### config.mk
export PLATFORM = sky130hd
export DESIGN_NAME = uart_responder_flat
export DESIGN_NICKNAME = d
export VERILOG_FILES = /design/src/rtl/uart_pkg.sv /design/src/rtl/uart_responder_if.sv /design/src/rtl/uart_rx_fifo.sv /design/src/rtl/uart_responder.sv /design/src/flat_wrapper.sv
export SDC_FILE = /design/constraint.sdc
export NUM_CORES = 1
export LEC_CHECK = 0
export BUFFER_PORTS_ARGS = -buffer_cell sky130_fd_sc_hd__buf_4
export CAP_MARGIN = 10
export CORE_MARGIN = 4
export CORE_UTILIZATION = 31
export CTS_CLUSTER_DIAMETER = 60
export DETAILED_ROUTE_END_ITERATION = 10
export PLACE_DENSITY_LB_ADDON = 0.05
export SLEW_MARGIN = 5
export SYNTH_ARGS = -nofsm -noshare
export SYNTH_HDL_FRONTEND = slang
export SYNTH_SLANG_ARGS = --single-unit
export TNS_END_PERCENT = 30
### constraint.sdc
create_clock -name clk -period 9.06 [get_ports clk]
set_clock_uncertainty 0.05 [all_clocks]
set_input_delay 0.906 -clock clk [delete_from_list [all_inputs] [get_ports clk]]
set_output_delay 0.906 -clock clk [all_outputs]
set_load 0.005 [all_outputs]
### src/rtl/uart_pkg.sv
// uart_pkg: shared UART frame constants, FSM state type and bit-counter width helper.
package uart_pkg;

    typedef enum logic [1:0] {IDLE, START, DATA, STOP} uart_state_t;

    localparam int   DATA_BITS  = 8;
    localparam logic STOP_LEVEL = 1'b1;
    localparam logic IDLE_LEVEL = 1'b1;

    function automatic int cnt_width(input int n);
        return n > 1 ? $clog2(n) : 1;
    endfunction

endpackage

### src/rtl/uart_responder_if.sv
// uart_responder_if: CPU-side UART IO strobes, data and status.
interface uart_responder_if;

    logic       uart0_wr;
    logic       uart0_rd;
    logic [7:0] uart_w;
    logic [7:0] uart0_data;
    logic       tx_busy;
    logic       rx_valid;
    logic       rx_overflow;

    modport master (output uart0_wr, uart0_rd, uart_w,
                    input  uart0_data, tx_busy, rx_valid, rx_overflow);
    modport slave  (input  uart0_wr, uart0_rd, uart_w,
                    output uart0_data, tx_busy, rx_valid, rx_overflow);

endinterface

### src/rtl/uart_rx_fifo.sv
// uart_rx_fifo: RX byte FIFO with a registered head (0 when empty) and a one-cycle overflow pulse.
module uart_rx_fifo #(
    parameter int DEPTH = 16
) (
    input  logic       clk,
    input  logic       resetq,
    input  logic       push,
    input  logic [7:0] din,
    input  logic       pop,
    output logic [7:0] head,
    output logic       valid,
    output logic       overflow
);

    localparam int AW = $clog2(DEPTH);

    logic [7:0]  mem [DEPTH];
    logic [AW:0] wptr, rptr, wptr_d, rptr_d;
    logic [7:0]  head_d;
    logic        full, empty, do_push, do_pop;

    always_comb begin
        empty   = wptr == rptr;
        full    = wptr == {~rptr[AW], rptr[AW-1:0]};
        do_pop  = pop && !empty;
        do_push = push && (!full || do_pop);
        wptr_d  = do_push ? wptr + 1'b1 : wptr;
        rptr_d  = do_pop ? rptr + 1'b1 : rptr;
        // bypass the byte being written when it becomes the new head
        head_d  = wptr_d == rptr_d ? 8'h00 :
                  (do_push && wptr[AW-1:0] == rptr_d[AW-1:0]) ? din : mem[rptr_d[AW-1:0]];
    end

    always_ff @(posedge clk)
        if (do_push) mem[wptr[AW-1:0]] <= din;

    always_ff @(posedge clk or negedge resetq)
        if (!resetq) begin
            wptr     <= '0;
            rptr     <= '0;
            head     <= '0;
            valid    <= 1'b0;
            overflow <= 1'b0;
        end else begin
            wptr     <= wptr_d;
            rptr     <= rptr_d;
            head     <= head_d;
            valid    <= wptr_d != rptr_d;
            overflow <= push && !do_push;
        end

endmodule

### src/rtl/uart_responder.sv
// uart_responder: 8N1 UART TX/RX behind the CPU UART strobes, RX bytes buffered in a FIFO.
// Define UART_TX_HOLD_EN to add a one-byte TX holding register.
module uart_responder
    import uart_pkg::*;
#(
    parameter int CLKS_PER_BIT = 217,
    parameter int RX_DEPTH     = 16
) (
    input  logic             clk,
    input  logic             resetq,
    uart_responder_if.slave  bus,
    output logic             uart_tx,
    input  logic             uart_rx
);

    localparam int             CW        = cnt_width(CLKS_PER_BIT);
    localparam logic [CW-1:0]  BIT_LAST  = CW'(CLKS_PER_BIT - 1);
    localparam logic [CW-1:0]  HALF_LAST = CW'(CLKS_PER_BIT / 2 - 1);
    localparam logic [2:0]     IDX_LAST  = 3'(DATA_BITS - 1);

    uart_state_t   tx_state, tx_state_d, rx_state, rx_state_d;
    logic [CW-1:0] tx_cnt, tx_cnt_d, rx_cnt, rx_cnt_d;
    logic [2:0]    tx_bit, tx_bit_d, rx_bit, rx_bit_d;
    logic [7:0]    tx_sh, tx_sh_d, rx_sh, rx_sh_d, load_byte;
    logic          tx_end, load, tx_line_d, rx_meta, rx, rx_tick, push;

    assign tx_end = tx_cnt == BIT_LAST;

`ifdef UART_TX_HOLD_EN
    logic [7:0] hold;
    logic       hold_v, fire;
    // shifter frees up next cycle: idle now, or last cycle of the stop bit
    assign fire          = tx_state == IDLE || (tx_state == STOP && tx_end);
    assign load          = fire && (hold_v || bus.uart0_wr);
    assign load_byte     = hold_v ? hold : bus.uart_w;
    assign bus.tx_busy   = tx_state != IDLE && hold_v;
    always_ff @(posedge clk or negedge resetq)
        if (!resetq) begin
            hold_v <= 1'b0;
            hold   <= '0;
        end else begin
            hold_v <= hold_v ? !fire : bus.uart0_wr && !fire;
            if (!hold_v && bus.uart0_wr) hold <= bus.uart_w;
        end
`else
    assign load          = tx_state == IDLE && bus.uart0_wr;
    assign load_byte     = bus.uart_w;
    assign bus.tx_busy   = tx_state != IDLE;
`endif

    always_comb begin
        tx_state_d = tx_state;
        tx_sh_d    = tx_sh;
        tx_bit_d   = tx_bit;
        tx_cnt_d   = (tx_state == IDLE || tx_end) ? '0 : tx_cnt + 1'b1;
        case (tx_state)
            IDLE:  ;
            START: if (tx_end) tx_state_d = DATA;
            DATA:  if (tx_end) begin
                tx_sh_d  = tx_sh >> 1;
                tx_bit_d = tx_bit + 1'b1;
                if (tx_bit == IDX_LAST) tx_state_d = STOP;
            end
            STOP:  if (tx_end) tx_state_d = IDLE;
        endcase
        if (load) begin
            tx_state_d = START;
            tx_sh_d    = load_byte;
            tx_cnt_d   = '0;
        end
        tx_line_d = tx_state_d == START ? 1'b0 : tx_state_d == DATA ? tx_sh_d[0] :
                    tx_state_d == STOP ? STOP_LEVEL : IDLE_LEVEL;
    end

    always_comb begin
        rx_state_d = rx_state;
        rx_sh_d    = rx_sh;
        rx_bit_d   = rx_bit;
        push       = 1'b0;
        rx_tick    = rx_cnt == (rx_state == START ? HALF_LAST : BIT_LAST);
        rx_cnt_d   = (rx_state == IDLE || rx_tick) ? '0 : rx_cnt + 1'b1;
        case (rx_state)
            IDLE:  if (rx != IDLE_LEVEL) rx_state_d = START;
            START: if (rx_tick) rx_state_d = rx ? IDLE : DATA;
            DATA:  if (rx_tick) begin
                rx_sh_d  = {rx, rx_sh[7:1]};
                rx_bit_d = rx_bit + 1'b1;
                if (rx_bit == IDX_LAST) rx_state_d = STOP;
            end
            STOP:  if (rx_tick) begin
                push       = rx == STOP_LEVEL;
                rx_state_d = IDLE;
            end
        endcase
    end

    always_ff @(posedge clk or negedge resetq)
        if (!resetq) begin
            tx_state <= IDLE;
            tx_cnt   <= '0;
            tx_bit   <= '0;
            tx_sh    <= '0;
            uart_tx  <= IDLE_LEVEL;
            rx_meta  <= 1'b1;
            rx       <= 1'b1;
            rx_state <= IDLE;
            rx_cnt   <= '0;
            rx_bit   <= '0;
            rx_sh    <= '0;
        end else begin
            tx_state <= tx_state_d;
            tx_cnt   <= tx_cnt_d;
            tx_bit   <= tx_bit_d;
            tx_sh    <= tx_sh_d;
            uart_tx  <= tx_line_d;
            rx_meta  <= uart_rx;
            rx       <= rx_meta;
            rx_state <= rx_state_d;
            rx_cnt   <= rx_cnt_d;
            rx_bit   <= rx_bit_d;
            rx_sh    <= rx_sh_d;
        end

    uart_rx_fifo #(.DEPTH(RX_DEPTH)) u_fifo (
        .clk      (clk),
        .resetq   (resetq),
        .push     (push),
        .din      (rx_sh),
        .pop      (bus.uart0_rd),
        .head     (bus.uart0_data),
        .valid    (bus.rx_valid),
        .overflow (bus.rx_overflow)
    );

endmodule

### src/flat_wrapper.sv
// flat-port wrapper written by rule: the top's interface ports become plain ports
module uart_responder_flat import uart_pkg::*;
#(
    parameter int CLKS_PER_BIT = 217,
    parameter int RX_DEPTH     = 16
)
  (clk, resetq, uart_tx, uart_rx, bus_uart0_wr, bus_uart0_rd, bus_uart_w, bus_uart0_data, bus_tx_busy, bus_rx_valid, bus_rx_overflow);
  uart_responder_if bus_i ();
  input  logic clk;
  input  logic resetq;
  output logic uart_tx;
  input  logic uart_rx;
  input wire logic [$bits(bus_i.uart0_wr)-1:0] bus_uart0_wr;
  input wire logic [$bits(bus_i.uart0_rd)-1:0] bus_uart0_rd;
  input wire logic [$bits(bus_i.uart_w)-1:0] bus_uart_w;
  output wire logic [$bits(bus_i.uart0_data)-1:0] bus_uart0_data;
  output wire logic [$bits(bus_i.tx_busy)-1:0] bus_tx_busy;
  output wire logic [$bits(bus_i.rx_valid)-1:0] bus_rx_valid;
  output wire logic [$bits(bus_i.rx_overflow)-1:0] bus_rx_overflow;
  assign bus_i.uart0_wr = bus_uart0_wr;
  assign bus_i.uart0_rd = bus_uart0_rd;
  assign bus_i.uart_w = bus_uart_w;
  assign bus_uart0_data = bus_i.uart0_data;
  assign bus_tx_busy = bus_i.tx_busy;
  assign bus_rx_valid = bus_i.rx_valid;
  assign bus_rx_overflow = bus_i.rx_overflow;
  uart_responder #(.CLKS_PER_BIT(CLKS_PER_BIT), .RX_DEPTH(RX_DEPTH)) u_core (.clk(clk), .resetq(resetq), .bus(bus_i), .uart_tx(uart_tx), .uart_rx(uart_rx));
endmodule
==> impl_summary.md, run 1 <==
Floorplanning
The die is 180 um wide. The die footprint is 32,500 um^2. The row count is 62.

The core area is 29,000 um^2. The initial core utilization is 31.7%. The die height is 180 um.

The number of ports placed on the die boundary is 25.

Clocking
The number of levels the H-tree was split into is 4. In this run the deepest clock path goes through 2 buffers. At the later pin of the worst-skew pair, clock insertion delay measures 0.44 ns. The clock drives 193 sinks. The clock slew at the register clock pins of the worst setup and hold paths is 0.07 ns. The buffer type at the clock tree root is clkbuf_16.

The buffers inserted during post-CTS setup optimization is 0. The quantity of hold-fixing buffers added after cts is 0. The number of clock buffers added by TritonCTS is 17.

TritonCTS built the clock tree. The quantity of gates resized following cts is 0.

Setup path
The most critical setup path has its endpoint at u_core.u_fifo.head[2]. In this run the worst path has a maximum fanout of 51. The critical path start-end classification is reg -> reg. The arrival time of the worst setup path is 3.86 ns. The data required time at the worst endpoint is 9.29 ns.

The register-to-register setup slack is 5.43 ns. STA classifies the critical path startpoint as a flop. The cell depth of the worst flop-to-flop path is 7. The most critical setup path has its startpoint at u_core.u_fifo.rptr[0].

The kind of end point of the critical path is a flop. The reg-to-reg endpoint is u_core.u_fifo.head[2]. In this run the critical register-to-register path is launched from u_core.u_fifo.rptr[0].

Synthesis
When the netlist entered floorplanning its net count stood at 716. The largest total area in the synthesized netlist belongs to edfxtp_1. The yosys synthesis warning count is 0.

After synthesis, the largest family of logic cells by area is compound AO/OA/AOI/OAI gates. Of the total synthesized cell area, the portion taken by XOR and XNOR cells is 4.04%. The count of flip-flops with a built-in enable after synthesis is 128. The arithmetic-cell share of the synthesized area counting full adders, half adders and majority gates is 1.63%. The synthesized area per cell is 13.3 um^2. Ranked by instance count, the synthesized netlist is headed by edfxtp_1 (128), dfrtp_1 (62), nor2_1 (53). The fraction of the mapped netlist area in compound gates is 13.2%.

The share of the synthesized area in the top cell type is 41.8%. In the synthesized netlist the async set-or-reset flop fraction comes to 33.7%. The fraction of the mapped netlist area in simple logic gates is 7.95%. The count of distinct cell types in the synthesized netlist is 58.

The dominant register cell in the synthesized netlist is edfxtp_1. After synthesis the netlist holds a flip-flop and latch count of 193. In this run the cell area of the synthesized design comes to 9190 um^2. By area the synthesized netlist is led by edfxtp_1 (42%), dfrtp_1 (17%), mux4_2 (4.4%). The most instantiated library cell after synthesis is edfxtp_1. The multiplexer share of the synthesized area is 11.1%.

The gate count after technology mapping is 691. Of the synthesized area, sequential elements account for 59.6%.

STA
The worst setup margin is 5.43 ns. Setup repair after global routing left no endpoint under its margin. The measured slew at the worst slew-check pin is 1.23 ns. The worst max-slew margin expressed relative to the limit is 17.3%. The final period utilization is 40.0%. Hold is met by 0.305 ns. The number of endpoints with negative hold slack in the final report is 0.

The final-layout setup total negative slack is 0 ns. The count of pins over their slew limit is 0. The highest clock frequency the design can meet is 276 MHz. The clock period could shrink to 3.63 ns.

The count of final setup violators is 0.

Route
For this block, the initial DRC count from the detailed router was 472. The highest layer touched by signal routing is met4. The routed length on met2 is 10,700 um. The via count is 5,730. The remaining antenna violation count is 0. The detail-routed net length per standard cell is 20.9 um.

The sum of routed wire length over all layers is 23,000 um. After detailed routing, the wire length on met1 is 11,300 um. After detailed routing, the number of remaining DRC violations is 0. After detailed routing, the number of vias per cell comes to 5.22. The first TritonRoute pass finished after 5 iterations. In the detailed route, the total length drawn on met3 is 744 um.

Cells and area
Cells with a size suffix above 1 make up 17.0% of the layout. For this run, the post-layout net count is 725. The area growth from synthesis to final layout is 12.1%. The count of fill cells added during filler insertion is 2,819.

The number of antenna diodes in the final layout is 0. The area of all placed cells without fillers is 10,300 um^2.

Min path
The min-delay analysis places its worst path in the category reg -> reg.

Placement
Summing all placed instances gives a cell area of 9740 um^2. The detailed placer's ending HPWL is 15,700 um. The count of buffers from port buffering is 24. The global placer's final weighted congestion is 0.798. Before CTS, the worst setup slack after placement is 5.44 ns.

Outcome
The flow ran to the end, and the final reports show no timing, DRC or antenna violations.

Global routing
Summed over all layers, the global routing overflow is 0. The number of global-route vias before repair is 5,534. Entering global routing, the biggest net connects 66 pins. Global routing used 14.1% of the available tracks. The global-route wire length before repair is 35,200 um. The number of antenna violations at the first check in global routing is 0.

Power and ir drop
For this design the static power due to leakage is 4.00 nW. After layout, the design draws a total of 2.72 mW. VDD sags by at most 0.000144 V. The power density relative to cell area is 264 nW/um^2.

Flow run
The number of maximum-capacitance constraint violations is 0.
[cells by family (layout without fill, tap and decap cells)]
logic type | count (synthesis) | after routing
AO/OA/AOI/OAI | 171 | 171
XOR/XNOR | 36 | 36
adder cells (fa/ha/maj) | 12 | 12
buffers and inverters | 54 | 76
flip-flops | 193 | 193
multiplexers | 77 | 77
AND/OR/NAND/NOR | 148 | 148
[worst max-delay path, cell delays in order (launching register included)]
cell and delay [ns]:
dfrtp_4 0.89, ha_1 0.58, o211ai_1 0.22, buf_4 0.49, and2_1 0.53, a211oi_1 0.14, a211oi_1 0.36, a211oi_1 0.14
[metrics by stage]
step	instances	utilization (%)
5_1_grt	1097	35.5
3_3_place_gp	1065	33.6
2_1_floorplan	691	-
4_1_cts	1097	35.5
3_5_place_dp	1065	33.6
6_report	1097	35.5
[layout by cell type (no fill, tap or decap), types with 11 or more instances in the layout]
| cell type | instances |
|---|---|
| edfxtp_1 | 128 |
| dfrtp_1 | 61 |
| nor2_1 | 53 |
| mux2i_1 | 37 |
| nand2_1 | 34 |
| buf_4 | 32 |
| o221ai_1 | 28 |
| a211oi_1 | 28 |
| o22ai_1 | 27 |
| o21ai_0 | 24 |
| mux2_2 | 22 |
| o21a_1 | 20 |
| xor2_1 | 19 |
| mux4_2 | 18 |
| clkbuf_16 | 17 |
| xnor2_1 | 14 |
| nand3_1 | 13 |
| a21oi_1 | 13 |
| ha_1 | 12 |
| inv_1 | 11 |
[area by class of cell]
class	instances	area (um^2)	area share, %
Tap cell	384	480	4.66
Sequential cell	193	5480	53.2
Clock buffer	19	443	4.30
Multi-Input combinational cell	444	3490	33.9
Inverter	12	45.0	0.437
Clock inverter	13	126	1.23
Timing Repair Buffer	32	240	2.33
[worst min path at each step]
stage,startpoint,end,slack (ns),depth (start not counted)
after CTS,u_core.rx_meta,u_core.rx,0.31,0
after global placement,u_core.rx_meta,u_core.rx,0.30,0
after floorplan,u_core.rx_meta,u_core.rx,0.30,0
final,u_core.rx_meta,u_core.rx,0.31,0
after global routing,u_core.rx_meta,u_core.rx,0.31,0
after detailed placement,u_core.rx_meta,u_core.rx,0.30,0
[sequential cells by signal (all words and copies together) (netlist names), named ones only]
name and flops:
u_core.rx_cnt 8, u_core.tx_cnt 8, u_core.u_fifo.overflow 1, u_core.rx_state 1
u_core.tx_bit 3, u_core.rx_meta 1, u_core.rx_bit 3, u_core.rx_sh 8
u_core.u_fifo.mem 128, u_core.u_fifo.rptr 5, u_core.tx_state 2, u_core.u_fifo.wptr 5
u_core.rx 1, u_core.u_fifo.valid 1, u_core.u_fifo.head 8, u_core.uart_tx 1
u_core.tx_sh 8
[power breakdown]
group	internal, mW	switching (mW)	leakage [nW]	total [mW]
combinational	0.383	0.534	1.41	0.917
clock	0.392	0.346	0.274	0.738
sequential	0.978	0.0908	2.31	1.07
total	1.75	0.971	4.00	2.72
[per-layer routing]
layer | GRT usage, % | up-vias
met5 | 0 | -
met2 | 22.2 | 117
met1 | 20.5 | 2911
li1 | - | 2683
met3 | 2.44 | 19
met4 | 3.60 | 0
Note: power is estimated with default switching activity, not from simulation.
==> inputs of run 2 (changes only) <==
clock period = 3.39 ns   (was 9.06 ns; I/O delays follow)
==> run 2 against run 1 <==
  * The run now ends with negative hold slack left
  * Cell area increased by 3.0%
  * Largest cell class unchanged
  * Sequential share of layout area decreased by 1.5 points
  * Flip-flop and latch count unchanged
  * First-iteration DRC count increased by 11%
  * Global-route usage increased by 0.32 points
  * Worst hold slack got worse by 0.32 ns
  * Utilization increased by 1.1 points
  * Maximum frequency increased by 15%
  * Clock power increased to 2.8 times the previous value
  * Critical endpoint is now u_core.u_fifo.head[4]
  * Combinational power increased to 3.0 times the previous value
  * Worst setup slack got worse by 5.2 ns
==> impl_summary.md, run 2 (synthesis gave the netlist of run 1 again) <==
Power and ir drop
The clock power share was 27.4% (+0.3 points). The internal power consumption was 4.93 mW (+180%). The peak supply drop is 0.000347 V (+140%). The post-route total power is 7.63 mW (+180%). The power density relative to cell area came to 719 nW/um^2 (+170%). The leakage power of the design is 4.19 nW (+4.8%). The register share of total power is 36.2% (-3.0 points). The switching power was 2.71 mW (+180%).

The part of the total power dissipated in combinational logic is 36.4% (+2.7 points). The switching part of the total power is 35.4% (-0.20 points).

Outcome
The checks that failed: negative hold slack. The run finished, with violations left.

Route
The number of design-rule violations left by the first detailed-router iteration is 524 (+11%). The via density per instance came to 5.17 (-1.1%). The detail-routed net length per standard cell is 20.8 um (-0.69%).

The count of unresolved DRC violations after routing is 0 (unchanged). The via count came to 5,832 (+1.8%). The remaining antenna violation count came to 0 (unchanged). The detailed-router iteration count before antenna repair is 5 (unchanged). The sum of routed wire length over all layers is 23,500 um (+2.2%).

Setup path
By instance count, the cell type seen most on the critical path is a211oi_1. The arrival time of the worst setup path was 3.38 ns (-0.48 ns). The critical path start-end classification is reg -> reg. The kind of end point of the critical path is a flop.

The critical path goes through xnor2_1 -> nand4b_4 -> o211ai_1 -> buf_12 -> and2_1 -> a211oi_1 -> a211oi_1 -> a211oi_2. The data required time at the worst endpoint is 3.63 ns (-5.66 ns). The slowest stage of the critical path belongs to the cell and2_1. STA classifies the critical path startpoint as a flop. The register-to-register setup slack is 0.25 ns (-5.19 ns). The highest cell delay on the worst timing path was 0.52 ns (-0.37 ns). The largest driver fanout on the critical path is 17 (-67%).

STA
The final hold slack is -0.0191 ns (-0.324 ns). The highest clock frequency the design can meet came to 318 MHz (+15%). The number of endpoints with negative hold slack in the final report is 21 (+21). The worst max-slew margin expressed relative to the limit was 33.8% (+17 points). The final period utilization was 92.7% (+53 points). Setup repair after global routing left no endpoint under its margin. The measured slew at the worst slew-check pin is 0.989 ns (-0.241 ns). The count of pins over their slew limit is 0 (unchanged). The final-layout setup total negative slack is 0 ns (unchanged).

The count of final setup violators was 0 (unchanged). The minimum clock period came to 3.14 ns (-0.484 ns).

Placement
The count of buffers from port buffering came to 24 (unchanged). The total instance count after detailed placement is 1,096 (+2.9%). The detailed placer's ending HPWL is 16,100 um (+3.0%). The global placer's final weighted congestion is 0.793 (-0.61%).

Cells and area
Relative to the synthesized area, the layout overhead comes to 15.5%. Leaving out fill and tap cells, the most frequent cells in the layout are edfxtp_1 (128), dfrtp_1 (61), buf_4 (60), nor2_1 (53), mux2i_1 (37). The fraction of final layout cells with drive strength greater than 1 was 20.7% (+3.7 points). The area taken by multi-input logic gates came to 3490 um^2 (unchanged). The diode insertion count for antenna repair is 0 (unchanged). The flip-flop count of the largest register after layout is 128 (unchanged). The commonest non-fill, non-tap cell in the layout is edfxtp_1. The final standard cell count with taps included and fillers excluded is 1,129 (+2.9%).

The final net count is 757 (+4.4%). The count of fill cells added during filler insertion came to 2,814 (-0.18%). The area occupied by registers is 5480 um^2 (unchanged).

Global routing
The number of global-route vias before repair is 5,813 (+5.0%). The overall track demand over capacity in global routing is 14.5% (+0.32 points). The maximum number of pins on one net before global-route repair came to 91 (+38%). The number of antenna violations at the first check in global routing is 0 (unchanged). The total grt overflow was 0 (unchanged). The global-route wire length before repair is 36,200 um (+2.8%).

Floorplanning
The initial core utilization was 31.7% (unchanged). The floorplan die width is 180 um (unchanged). The die footprint is 32,500 um^2 (unchanged). The row count came to 62 (unchanged). The die height is 180 um (unchanged). The core area was 29,000 um^2 (unchanged). The number of ports placed on the die boundary was 25 (unchanged).

Clocking
The buffer type at the clock tree root is clkbuf_16. The CTS tree is yes. The clock insertion delay at the later pin of the skew report is 0.43 ns (about the same). The worst-case clock buffer depth is 2 (unchanged).

The quantity of gates resized following cts is 0 (unchanged). The number of levels the H-tree was split into is 4 (unchanged). The number of clock sinks is 193 (unchanged). The number of clock buffers inserted by TritonCTS came to 17 (unchanged).

The clock slew at the register clock pins of the worst setup and hold paths is 0.08 ns (about the same).

Min path
The path type of the worst min-delay path is in -> async.

Flow run
The number of maximum-capacitance constraint violations is 0 (unchanged).
==> run 2: critical path: cells and delay by family (launching register included) <==
| kind | cells | cell delay (ns) |
|---|---|---|
| buffers and inverters | 1 | 0.20 |
| AND/OR/NAND/NOR | 2 | 0.75 |
| flip-flops | 1 | 0.50 |
| AO/OA/AOI/OAI | 4 | 1.15 |
| XOR/XNOR | 1 | 0.33 |
==> run 2: final cells by class <==
type | count | area share, %
inverters | 12 | 0.425
well taps | 384 | 4.53
flip-flops and latches | 193 | 51.6
clock buffers | 18 | 4.14
repair buffers | 64 | 4.76
clock inverters | 14 | 1.60
multi-input cells | 444 | 32.9
==> run 2: path summary, 6_finish.rpt <==
check | from | endpoint | cells after the start
max | u_core.u_fifo.rptr[3] | u_core.u_fifo.head[4] | 8
min | resetq | u_core.rx_cnt[1] | 1
max reg2reg | u_core.u_fifo.rptr[3] | u_core.u_fifo.head[4] | 8
min reg2reg | u_core.rx_meta | u_core.rx | 0
max in group asynchronous | resetq | u_core.u_fifo.rptr[0] | 1
min in group clk | bus_uart_w[3] | u_core.tx_sh[3] | 3
==> run 2: per-stage QoR <==
stage               cell area (um^2)  utilization (%)  hold WS, ns  worst slack, ns
floorplan                       9190                -     -0.00659            0.496
global placement                9990             34.4        0.301            0.162
detailed placement              9990             34.4        0.297            0.226
CTS                            10600             36.6       0.0240            0.193
global route                   10600             36.6       0.0395           0.0376
finish                         10600             36.6      -0.0191            0.248
==> run 2: routing by layer <==
layer	part of all wire, %	track usage [%]	wire (um)	vias to the layer above
li1	-	-	-	2743
met1	48	20.6	11300	2976
met2	48	23.1	11200	104
met3	3.6	3.09	853	9
met4	0.73	2.69	172	0
met5	0	0	0	-
==> run 2: timing repair <==
action | 4_1_cts | 5_1_grt
setup endpoints to repair | 0 | 0
hold buffers | 1 | 0
endpoints found under the hold margin | 1 | 0
buffers inserted | 0 | 0
==> run 2: power by group through the flow <==
stage	clock network [mW]	registers [mW]	logic, mW
after floorplan	0	2.73	2.02
after global placement	0	2.81	2.80
after detailed placement	0	2.82	2.80
after CTS	2.15	2.77	2.81
after global routing	2.25	2.79	3.02
final	2.09	2.77	2.78
